## src/rtl/parallel_to_serial.sv

```systemverilog
// 10-bit symbol serializer: small FIFO in front of an LSB-first shift register,
// with K28.5 comma alignment on enable and comma fill when the FIFO runs dry.
module parallel_to_serial #(
    parameter int FIFO_DEPTH = 4,
    parameter int ALIGN_CNT  = 2
) (
    input  logic       Recovered_Bit_Clk,
    input  logic       Rst_n,
    input  logic [9:0] Data_in,
    input  logic       Data_valid,
    output logic       Data_ready,
    input  logic       Tx_en,
    input  logic       TxPolarity,
    output logic       Ser_out,
    output logic       Sym_start,
    output logic       Comma_sent,
    output logic       Underflow
);
    localparam int AW = $clog2(FIFO_DEPTH);
    localparam int CW = $clog2(ALIGN_CNT + 1);
    localparam logic [9:0] COMMA_NEG = 10'b0011111010;
    localparam logic [9:0] COMMA_POS = 10'b1100000101;

    typedef enum logic [1:0] {S_OFF, S_ALIGN, S_RUN} state_t;

    state_t        state, state_nxt;
    logic [9:0]    fifo_mem [FIFO_DEPTH];
    logic [AW:0]   wr_ptr, rd_ptr;
    logic          fifo_empty, fifo_full;
    logic          push, pop;
    logic [9:0]    shift_reg, shift_nxt;
    logic [3:0]    bit_cnt, bit_cnt_nxt;
    logic [CW-1:0] align_cnt, align_cnt_nxt;
    logic          comma_tgl, comma_tgl_nxt;
    logic          comma_sel;
    logic          load_comma;
    logic          underflow_nxt;
    logic          boundary;

    // Pointers carry one extra wrap bit so full and empty are distinguishable.
    assign fifo_empty = (wr_ptr == rd_ptr);
    assign fifo_full  = (wr_ptr[AW] != rd_ptr[AW]) && (wr_ptr[AW-1:0] == rd_ptr[AW-1:0]);
    assign Data_ready = !fifo_full;
    assign push       = Data_valid && !fifo_full;
    assign boundary   = (bit_cnt == 4'd9);

    assign Ser_out    = (state != S_OFF) && (shift_reg[0] ^ TxPolarity);
    assign Sym_start  = (state != S_OFF) && (bit_cnt == 4'd0);
    assign Comma_sent = Sym_start && ((shift_reg == COMMA_NEG) || (shift_reg == COMMA_POS));

    // NOTE: every signal gets a default before the case so no path can infer a latch.
    always_comb begin
        state_nxt     = state;
        shift_nxt     = shift_reg;
        bit_cnt_nxt   = bit_cnt;
        align_cnt_nxt = align_cnt;
        comma_tgl_nxt = comma_tgl;
        underflow_nxt = 1'b0;
        pop           = 1'b0;
        load_comma    = 1'b0;
        comma_sel     = comma_tgl;

        unique case (state)
            S_OFF: begin
                if (Tx_en) begin
                    state_nxt     = S_ALIGN;
                    load_comma    = 1'b1;
                    comma_sel     = 1'b0;
                    align_cnt_nxt = CW'(1);
                    bit_cnt_nxt   = 4'd0;
                end
            end
            S_ALIGN, S_RUN: begin
                if (!boundary) begin
                    shift_nxt   = {1'b0, shift_reg[9:1]};
                    bit_cnt_nxt = bit_cnt + 4'd1;
                end else begin
                    bit_cnt_nxt = 4'd0;
                    if (!Tx_en) begin
                        state_nxt = S_OFF;
                        shift_nxt = '0;
                    end else if ((state == S_ALIGN) && (align_cnt != CW'(ALIGN_CNT))) begin
                        load_comma    = 1'b1;
                        align_cnt_nxt = align_cnt + 1'b1;
                    end else begin
                        // The last alignment boundary already behaves as a RUN boundary.
                        state_nxt = S_RUN;
                        if (!fifo_empty) begin
                            pop       = 1'b1;
                            shift_nxt = fifo_mem[rd_ptr[AW-1:0]];
                        end else begin
                            load_comma    = 1'b1;
                            underflow_nxt = 1'b1;
                        end
                    end
                end
            end
            default: state_nxt = S_OFF;
        endcase

        if (load_comma) begin
            shift_nxt     = comma_sel ? COMMA_POS : COMMA_NEG;
            comma_tgl_nxt = !comma_sel;
        end
    end

    // NOTE: sequential state uses non-blocking assignments so all registers update together.
    always_ff @(posedge Recovered_Bit_Clk or negedge Rst_n) begin
        if (!Rst_n) begin
            state     <= S_OFF;
            shift_reg <= '0;
            bit_cnt   <= '0;
            align_cnt <= '0;
            comma_tgl <= 1'b0;
            Underflow <= 1'b0;
            wr_ptr    <= '0;
            rd_ptr    <= '0;
        end else begin
            state     <= state_nxt;
            shift_reg <= shift_nxt;
            bit_cnt   <= bit_cnt_nxt;
            align_cnt <= align_cnt_nxt;
            comma_tgl <= comma_tgl_nxt;
            Underflow <= underflow_nxt;
            if (push) wr_ptr <= wr_ptr + 1'b1;
            if (pop)  rd_ptr <= rd_ptr + 1'b1;
        end
    end

    // NOTE: storage is not reset; the cleared pointers alone mark every entry invalid.
    always_ff @(posedge Recovered_Bit_Clk) begin
        if (push) fifo_mem[wr_ptr[AW-1:0]] <= Data_in;
    end

endmodule

```

## config.mk

```make
export PLATFORM = sky130hd
export DESIGN_NAME = parallel_to_serial
export DESIGN_NICKNAME = d
export VERILOG_FILES = /design/src/rtl/parallel_to_serial.sv
export SDC_FILE = /design/constraint.sdc
export NUM_CORES = 1
export LEC_CHECK = 0
export BUFFER_PORTS_ARGS = -buffer_cell sky130_fd_sc_hd__buf_2
export CAP_MARGIN = 5
export CORE_MARGIN = 4
export CORE_UTILIZATION = 25
export CTS_CLUSTER_DIAMETER = 150
export DETAILED_ROUTE_END_ITERATION = 8
export PLACE_DENSITY = 0.48
export REMOVE_ABC_BUFFERS = 1
export SYNTH_ARGS = -nofsm -noshare
export SYNTH_HDL_FRONTEND = slang
export SYNTH_SLANG_ARGS = --single-unit
```

## constraint.sdc

```tcl
create_clock -name Recovered_Bit_Clk -period 2.25 [get_ports Recovered_Bit_Clk]
set_input_delay 0.45 -clock Recovered_Bit_Clk [delete_from_list [all_inputs] [get_ports Recovered_Bit_Clk]]
set_output_delay 0.45 -clock Recovered_Bit_Clk [all_outputs]
set_load 0.005 [all_outputs]
```

# Yosys cells after proc, flatten, opt, wreduce, memory -nomap -nowiden
# Memories as Yosys holds them, arrays and structs flattened.
# Cells that the tools add are included.
[word_totals] register_bits=26 mem_bits_rw=40 input_bits=15 output_inout_bits=5 word_cells=87 memories=1
[op_classes] n_addsub=4 eq_ne=16 n_mux=38 bitwise=1 reduce_logical=19
[mem_list] name="fifo_mem" depth=4 word_bits=10 read_ports=1 rd_ports_with_merged_regs=0 write_ports=1 line_no="27" text="logic [9:0] fifo_mem [FIFO_DEPTH];"
[ops] op="$mux W10" n=7
[ops] op="$mux W1" n=18
[ops] op="$mux W2" n=7
[ops] op="$eq A10 B10 Y1 const B" n=1
[ops] op="$eq A10 B8 Y1 const B" n=1
[ops] op="$ne A2 B2 Y1 const B" n=5
[ops] op="$mux W4" n=2
[ops] op="$ne A4 B4 Y1 const B" n=2
[ops] op="$pmux W2 S2" n=2
[ops] op="$pmux W4 S2" n=1
[ops] op="$add A3 B1 Y3 const B" n=2
[ops] op="$logic_and A1 B1 Y1" n=6
[ops] op="$reduce_and A3 Y1" n=2
[ops] op="$reduce_bool A2 Y1" n=3
[ops] op="$reduce_and A5 Y1" n=1
[ops] op="$add A4 B1 Y4 const B" n=1
[ops] op="$eq A4 B4 Y1 const B" n=1
[ops] op="$logic_not A4 Y1" n=1
[ops] op="$eq A3 B3 Y1" n=1
[ops] op="$ne A3 B3 Y1 const B" n=1
[ops] op="$add A2 B1 Y2 const B" n=1
[ops] op="$eq A2 B1 Y1 const B" n=1
[ops] op="$eq A2 B2 Y1" n=1
[ops] op="$eq A2 B2 Y1 const B" n=1
[ops] op="8 further kinds" n=9

# Logic depth before layout (Yosys ltp)
# Gate-level depths: netlist of run 1.
[logic_depth] word_depth=8 depth_mapped=8 mapped_depth_nobuf=6

# Worst setup path before layout of run 1
# Ideal clock, no wire load.
[synth_path] path_type="reg-to-reg" start="reg state[1]" end="reg rd_ptr[1]" t_arrival_ps=1726 setup_slack_ps=396 path_stages_with_launch=8 n_path_buf=1 period_less_slack_ps=1854 cell_sequence="dfrtp_1 > inv_1 > ha_1 > buf_2 > inv_2 > nor3_1 > and2_1 > mux2_1"
[synth_between] elab_chain_len=6 word_cells_on_any_way=8 cone_classes="2 x eq/ne; 4 x mux; 2 x reduce/logical"
[synth_lines] item="from (decl)" line_no="26" text="state_t state, state_nxt;"
[synth_lines] item="from (signal assigned)" line_no="119" text="state <= state_nxt;"
[synth_lines] item="$eq A2 B1 Y1" line_no="63, 82"
[synth_lines] item="$logic_and A1 B1 Y1" line_no="82" text="end else if ((state == S_ALIGN) && (align_cnt != CW'(ALIGN_CNT))) begin"
[synth_lines] item="$mux W1" line_no="82"
[synth_lines] item="$mux W1" line_no="79" text="if (!Tx_en) begin"
[synth_lines] item="$mux W1" line_no="74" text="if (!boundary) begin"
[synth_lines] item="$mux W1 *" line_no="63" text="unique case (state)"
[synth_lines] item="to (signal assigned)" line_no="126" text="if (pop) rd_ptr <= rd_ptr + 1'b1;"
[synth_lines] item="to (decl)" line_no="28" text="logic [AW:0] wr_ptr, rd_ptr;"
# Mark *: on every way between the ends. The rest lies on a longest branch, timed or not.
# A chain may end at the register's enable or synchronous reset.

# Worst setup path in the final report of run 1
[layout_path] start="reg shift_reg[0]" end="out Comma_sent"
[layout_between] elab_chain_len=3 word_cells_on_any_way=4 cone_classes="2 x eq/ne; 2 x reduce/logical"
[layout_lines] item="from (decl)" line_no="31" text="logic [9:0] shift_reg, shift_nxt;"
[layout_lines] item="from (signal assigned)" line_no="120" text="shift_reg <= shift_nxt;"
[layout_lines] item="$eq A10 B8 Y1 or $eq A10 B10 Y1 (tied branches)" line_no="49" text="assign Comma_sent = Sym_start && ((shift_reg == COMMA_NEG) || (shift_reg == COMMA_POS));"
[layout_lines] item="$logic_or A1 B1 Y1 *" line_no="49"
[layout_lines] item="$logic_and A1 B1 Y1 *" line_no="49"
[layout_lines] item="to (decl)" line_no="16" text="output logic Comma_sent,"
# Marked as above.

==> metrics, run 1 <==
outcome=completed; Clock power frac=29.6%; DRT Wirelength=6780 um; DIE AREA=14900 sq um; Int Pwr=3170 uW; post-synthesis cell area=3260 sq um; DR vias=2001; Area after DPL=3580 sq um; Total GRT Usage=9.77%; Seq/Total Area, Yosys=56.9%; LEAKAGE=0.00150 uW; Final Worst Setup Slack=0.116 ns; Starting Density=25.7%; sequential share of power=39.1%; TNS Setup=0 ns; share of post-route cells with drive strength above 1=26.4%; synthesized flop and latch total=66; part of the cycle the worst path needs=94.9%; Post-CTS Hold Buffers=0; Final Skew=0.00583 ns; crit start category=flip-flop; CTS clk-pin slew, worst paths=0.06 ns; max-cap viol count=0; Max Root-Sink Buffers=2; Final setup viols=0; nets@finish=291; HPWL after DPL=4540 um; Mapped Cells=231; YS warnings=0; Post-Place Setup Slack=0.234 ns; DRC=0; CTS tree=done; CTS Buf Count=9; largest net degree at the start of global routing=27; Worst EP arrival=1.68 ns; height of the die=122 um; wire length per cell=15.4 um; initial DRC count=132; Root Buffer=clkbuf_16; worst r2r path cells=6; Detail Route Antenna Nets=0; n_diodes=0; fillers=1273; Comb power frac=31.3%; Final Critical Period=2.13 ns; initial antenna violation count=0; Crit. End Element=output port; CP Data Required Time=1.80 ns; Slew HR=57.7%; I/O pin count=20; clk_lat worst skew=0.33 ns; finished layout cell area=3900 sq um; # rows=41; H-tree Lvls=3; Layout area overhead=19.8%; kind of critical path=flip-flop to output port; maximum vdd drop=0.479 mV; total power=4720 uW; highest clock rate=0.469 GHz; NetSw=1550 uW; Mean Syn Cell Area=14.1 sq um; unique cell type count in the Yosys netlist=54; core box area=12700 sq um; gr ovfl total=0; die width=122 um; sw frac=32.9%; DR vias/cell=4.54; Final Max Slew Viols=0; worst-margin pin slew=0.635 ns; Port Buffers=19; first-pass GRT wire length=11100 um; max reg flops=40; Fin. Hold Viols=0; RSZ-0062 raised after global routing=false; number of flops mapped to enable cells by yosys=40; CTS Sinks=66; vias in the first global route=2084; Synth async-reset ratio=39.4%; Post-synth top flop=edfxtp_1; PD cells=1210 nW/um^2; crit-path max FO=2; routability cong.=0.816; 1st-pass router iterations=4; hold crit path type=primary input to asynchronous set/reset pin
[per-layer routing]
layer	wire length [um]	global-route usage [%]	vias to the layer above
li1	-	-	961
met4	100	3.50	0
met2	3140	15.2	33
met5	0	0	-
met3	260	3.02	9
met1	3270	12.8	998
[worst max-delay path, cell delays in order (launching register included)]
cell,delay (ns)
dfrtp_1,0.38
nand4b_1,0.18
or4_4,0.50
a21boi_1,0.16
buf_2,0.13
[path summary, 6_finish.rpt]
kind	start	to	slack [ns]
worst max-delay path	shift_reg[0]$_DFFE_PN0P_	Comma_sent	0.12
worst min-delay path	Rst_n	state[0]$_DFFE_PN0P_	0.14
worst max register to register	state[1]$_DFFE_PN0P_	shift_reg[5]$_DFFE_PN0P_	0.20
worst min register to register	align_cnt[0]$_DFFE_PN0P_	align_cnt[0]$_DFFE_PN0P_	0.48
max in group asynchronous	Rst_n	wr_ptr[0]$_DFFE_PN0P_	1.70
min in group Recovered_Bit_Clk	Data_in[5]	fifo_mem[2][5]$_DFFE_PP_	0.33
[kinds of logic (layout without fill, tap and decap cells)]
kind of cell / Yosys count / count (layout) / share of synthesized area [%]
XOR/XNOR: 11 / 11 / 4.00
multiplexers: 13 / 13 / 7.99
AND/OR/NAND/NOR: 59 / 59 / 11.5
buffers and inverters: 20 / 58 / 3.69
adder cells (fa/ha/maj): 12 / 12 / 4.61
AO/OA/AOI/OAI: 50 / 50 / 11.3
flip-flops: 66 / 66 / 56.9
[Yosys cell counts (2+ instances only)]
library cell | number | area (sq um)
a21o_1 | 8 | 60.1
a21oi_1 | 7 | 35.0
a22o_1 | 3 | 26.3
a22oi_1 | 6 | 45.0
a31o_1 | 7 | 61.3
and2_1 | 7 | 43.8
buf_2 | 5 | 25.0
buf_4 | 2 | 15.0
buf_6 | 2 | 22.5
dfrtp_1 | 26 | 651
edfxtp_1 | 40 | 1200
ha_1 | 12 | 150
inv_1 | 8 | 30.0
mux2i_1 | 2 | 20.0
mux4_2 | 9 | 203
nand2_1 | 5 | 18.8
nand3_1 | 14 | 70.1
nand4_1 | 3 | 18.8
nand4b_1 | 3 | 26.3
nor2_1 | 4 | 15.0
nor2b_1 | 3 | 18.8
nor3_1 | 5 | 25.0
nor4_2 | 2 | 25.0
nor4b_1 | 3 | 26.3
o21ai_0 | 7 | 35.0
o31ai_1 | 3 | 22.5
xnor2_1 | 3 | 26.3
xnor2_2 | 2 | 32.5
xor2_1 | 5 | 43.8
[cell type report]
type	instances	area [sq um]	area share, %
flip-flops and latches	66	1850	47.5
multi-input cells	145	1300	33.4
clock buffers	10	229	5.87
well taps	172	215	5.52
repair buffers	33	200	5.13
clock inverters	6	66.3	1.70
inverters	9	33.8	0.866
[power groups by stage]
stage,sequential [uW],clock (uW),combinational [uW]
final,1850,1400,1480
after global routing,1890,1480,1650
after CTS,1840,1430,1480
after detailed placement,1880,0,1440
after global placement,1870,0,1430
after floorplan,1820,0,1020
[layout by cell type, fill, tap and decap left out, drive strengths merged, types with 7 or more instances in the layout]
cell type | synthesis | final
inv | 9 | 10
and2 | 7 | 7
mux4 | 10 | 10
edfxtp | 40 | 40
dfrtp | 26 | 26
o21ai | 8 | 8
buf | 10 | 33
clkbuf | 1 | 10
a21oi | 9 | 9
nand3 | 14 | 14
a31o | 7 | 7
a21o | 8 | 8
ha | 12 | 12
[repair_timing]
item                                    4_1_cts  5_1_grt
setup buffers                                 1        0
endpoints found under the setup margin        1        1
gates resized for setup                       1        3
hold endpoints to repair                      0        0
[stage by stage]
step / hold WS, ns / instances / utilization [%]
floorplan: 0.154 / 220 / -
global placement: 0.469 / 424 / 28.2
detailed placement: 0.485 / 424 / 28.2
CTS: 0.165 / 441 / 30.7
global route: 0.189 / 441 / 30.8
finish: 0.136 / 441 / 30.8
Power figures use the tool's default switching activity.
==> run 2: changes to the inputs <==
==> constraint.sdc (replaced) <==
create_clock -name Recovered_Bit_Clk -period 2.56 [get_ports Recovered_Bit_Clk]
set_input_delay 0.512 -clock Recovered_Bit_Clk [delete_from_list [all_inputs] [get_ports Recovered_Bit_Clk]]
set_output_delay 0.512 -clock Recovered_Bit_Clk [all_outputs]
set_load 0.005 [all_outputs]
==> metrics, run 2 (synthesized netlist as in run 1, its figures left out) <==
outcome=completed; DR vias=1991 (-0.50%); sw frac=31.8% (-1.1 points); Crit. End Element=output port; NetSw=1330 uW (-14%); RR Endpoint=rd_ptr[1]$_DFFE_PN0P_; Final Critical Period=2.26 ns; CTS Buf Count=9 (unchanged); LEAKAGE=0.00149 uW (-0.98%); # rows=41 (unchanged); 1st-pass router iterations=4 (unchanged); TNS Setup=0 ns (unchanged); Crit path depth=5 (+1); Post-CTS Hold Buffers=0 (unchanged); hold crit path type=primary input to asynchronous set/reset pin; Int Pwr=2850 uW (-10%); total power=4180 uW (-12%); Total GRT Usage=9.88% (+0.11 points); DR vias/cell=4.57 (+0.64%); vias in the first global route=2051 (-1.6%); Max Root-Sink Buffers=2 (unchanged); worst r2r path cells=6 (unchanged); Worst EP arrival=1.75 ns (+0.07 ns); DRC=0 (unchanged); initial antenna violation count=0 (unchanged); Fin. Hold Viols=0 (unchanged); initial DRC count=93 (-30%); worst path buffer plus inverter count=2 (+1); Final setup viols=0 (unchanged); crit start category=flip-flop; Hold WS=0.198 ns (+0.0618 ns); worst-path cell chain=inv_1 -> ha_1 -> nor4b_2 -> a21boi_0 -> buf_2; Comb power frac=29.2% (-2.1 points); n_diodes=0 (unchanged); Final Skew=0.00615 ns (+0.000316 ns); Root Buffer=clkbuf_16; maximum vdd drop=0.527 mV (+10%); I/O pin count=20 (unchanged); routability cong.=0.771 (-5.5%); highest clock rate=0.442 GHz; Final Max Slew Viols=0 (unchanged); Critical-path top delay cell=dfrtp_1; HPWL after DPL=4670 um (+2.8%); CTS tree=done; DIE AREA=14900 sq um (unchanged); gr ovfl total=0 (unchanged); crit-path max FO=6 (+4); sequential share of power=39.1% (about the same); H-tree Lvls=3 (unchanged); max reg flops=40 (unchanged); height of the die=122 um (unchanged); Starting Density=25.7% (unchanged); clk_lat worst skew=0.33 ns (about the same); first-pass GRT wire length=11200 um (+1.2%); Critical Path Start=state[0]$_DFFE_PN0P_; leading cell type in the layout, fill and taps excluded=edfxtp_1; R2R setup slack=0.36 ns (+0.16 ns); RSZ-0062 raised after global routing=false; Port Buffers=19 (unchanged); largest net degree at the start of global routing=27 (unchanged); crit path to=Comma_sent; CP Data Required Time=2.05 ns (+0.25 ns); share of post-route cells with drive strength above 1=24.6% (-1.8 points); Layout area overhead=18.9%; commonest non-fill, non-tap cells in the layout=edfxtp_1, dfrtp_1, buf_2; Slew HR=44.9% (-13 points); die width=122 um (unchanged); DRT Wirelength=6710 um (-0.99%); worst-margin pin slew=0.820 ns (+0.185 ns); PD cells=1080 nW/um^2 (-11%); crit-path leading delay family=flip-flops; reg2reg start=state[1]$_DFFE_PN0P_; fillers=1293 (+1.6%); CTS Sinks=66 (unchanged); nets@finish=286 (-1.7%); Max stage delay on crit path=0.40 ns (-0.10 ns); Clock power frac=31.7% (+2.1 points); max-cap viol count=0 (unchanged); wire length per cell=15.4 um (+0.15%); kind of critical path=flip-flop to output port; CTS clk-pin slew, worst paths=0.06 ns (about the same); core box area=12700 sq um (unchanged); part of the cycle the worst path needs=88.3%; Detail Route Antenna Nets=0 (unchanged)
## run 2: worst register-to-register path: cells and delay by family, from the launching register on
| family | cells | cell delay [ns] |
|---|---|---|
| fa+ha+maj | 1 | 0.46 |
| buf+inv | 2 | 0.24 |
| flops | 1 | 0.39 |
| mux | 1 | 0.33 |
| simple gates | 2 | 0.67 |
## run 2: per-stage QoR
step / area, sq um / std cells / utilization, % / setup WS, ns
finish: 3870 / 436 / 30.6 / 0.299
global route: 3870 / 436 / 30.6 / 0.121
CTS: 3870 / 436 / 30.5 / 0.147
detailed placement: 3550 / 420 / 28.0 / 0.367
global placement: 3550 / 420 / 28.0 / 0.335
floorplan: 3170 / 220 / - / 0.531
## run 2: power by group through the flow
stage | sequential [uW] | combinational [uW] | clock (uW)
after floorplan | 1600 | 897 | 0
after global routing | 1660 | 1380 | 1410
after CTS | 1630 | 1240 | 1350
after global placement | 1650 | 1220 | 0
final | 1630 | 1220 | 1320
after detailed placement | 1650 | 1240 | 0
## run 2: worst min path at each step
stage	from	to	slack, ns
after floorplan	Rst_n	Underflow$_DFF_PN0_	0.22
after global placement	comma_tgl$_DFFE_PN0P_	comma_tgl$_DFFE_PN0P_	0.47
after detailed placement	comma_tgl$_DFFE_PN0P_	comma_tgl$_DFFE_PN0P_	0.47
after CTS	Rst_n	wr_ptr[1]$_DFFE_PN0P_	0.22
after global routing	Rst_n	wr_ptr[1]$_DFFE_PN0P_	0.26
final	Rst_n	wr_ptr[1]$_DFFE_PN0P_	0.20
## run 2: metal layers
layer	part of all wire [%]	wire length, um	GRT usage, %
met5	0	0	0
met4	1.2	80	2.73
met3	5.7	383	3.30
met2	46	3080	15.1
met1	47	3170	13.5
## run 2: timing repair
| action | in CTS | in global routing |
|---|---|---|
| setup endpoints to repair | 0 | 1 |
| resized for setup | 0 | 1 |
| setup buffers | 0 | 0 |
## run 2: area by class of cell
class | count | area [sq um] | share of cell area, %
Timing Repair Buffer | 28 | 163 | 4.20
Sequential cell | 66 | 1850 | 47.8
Multi-Input combinational cell | 145 | 1290 | 33.3
Inverter | 9 | 33.8 | 0.872
Clock buffer | 10 | 229 | 5.91
Clock inverter | 6 | 90.1 | 2.33
Tap cell | 172 | 215 | 5.56
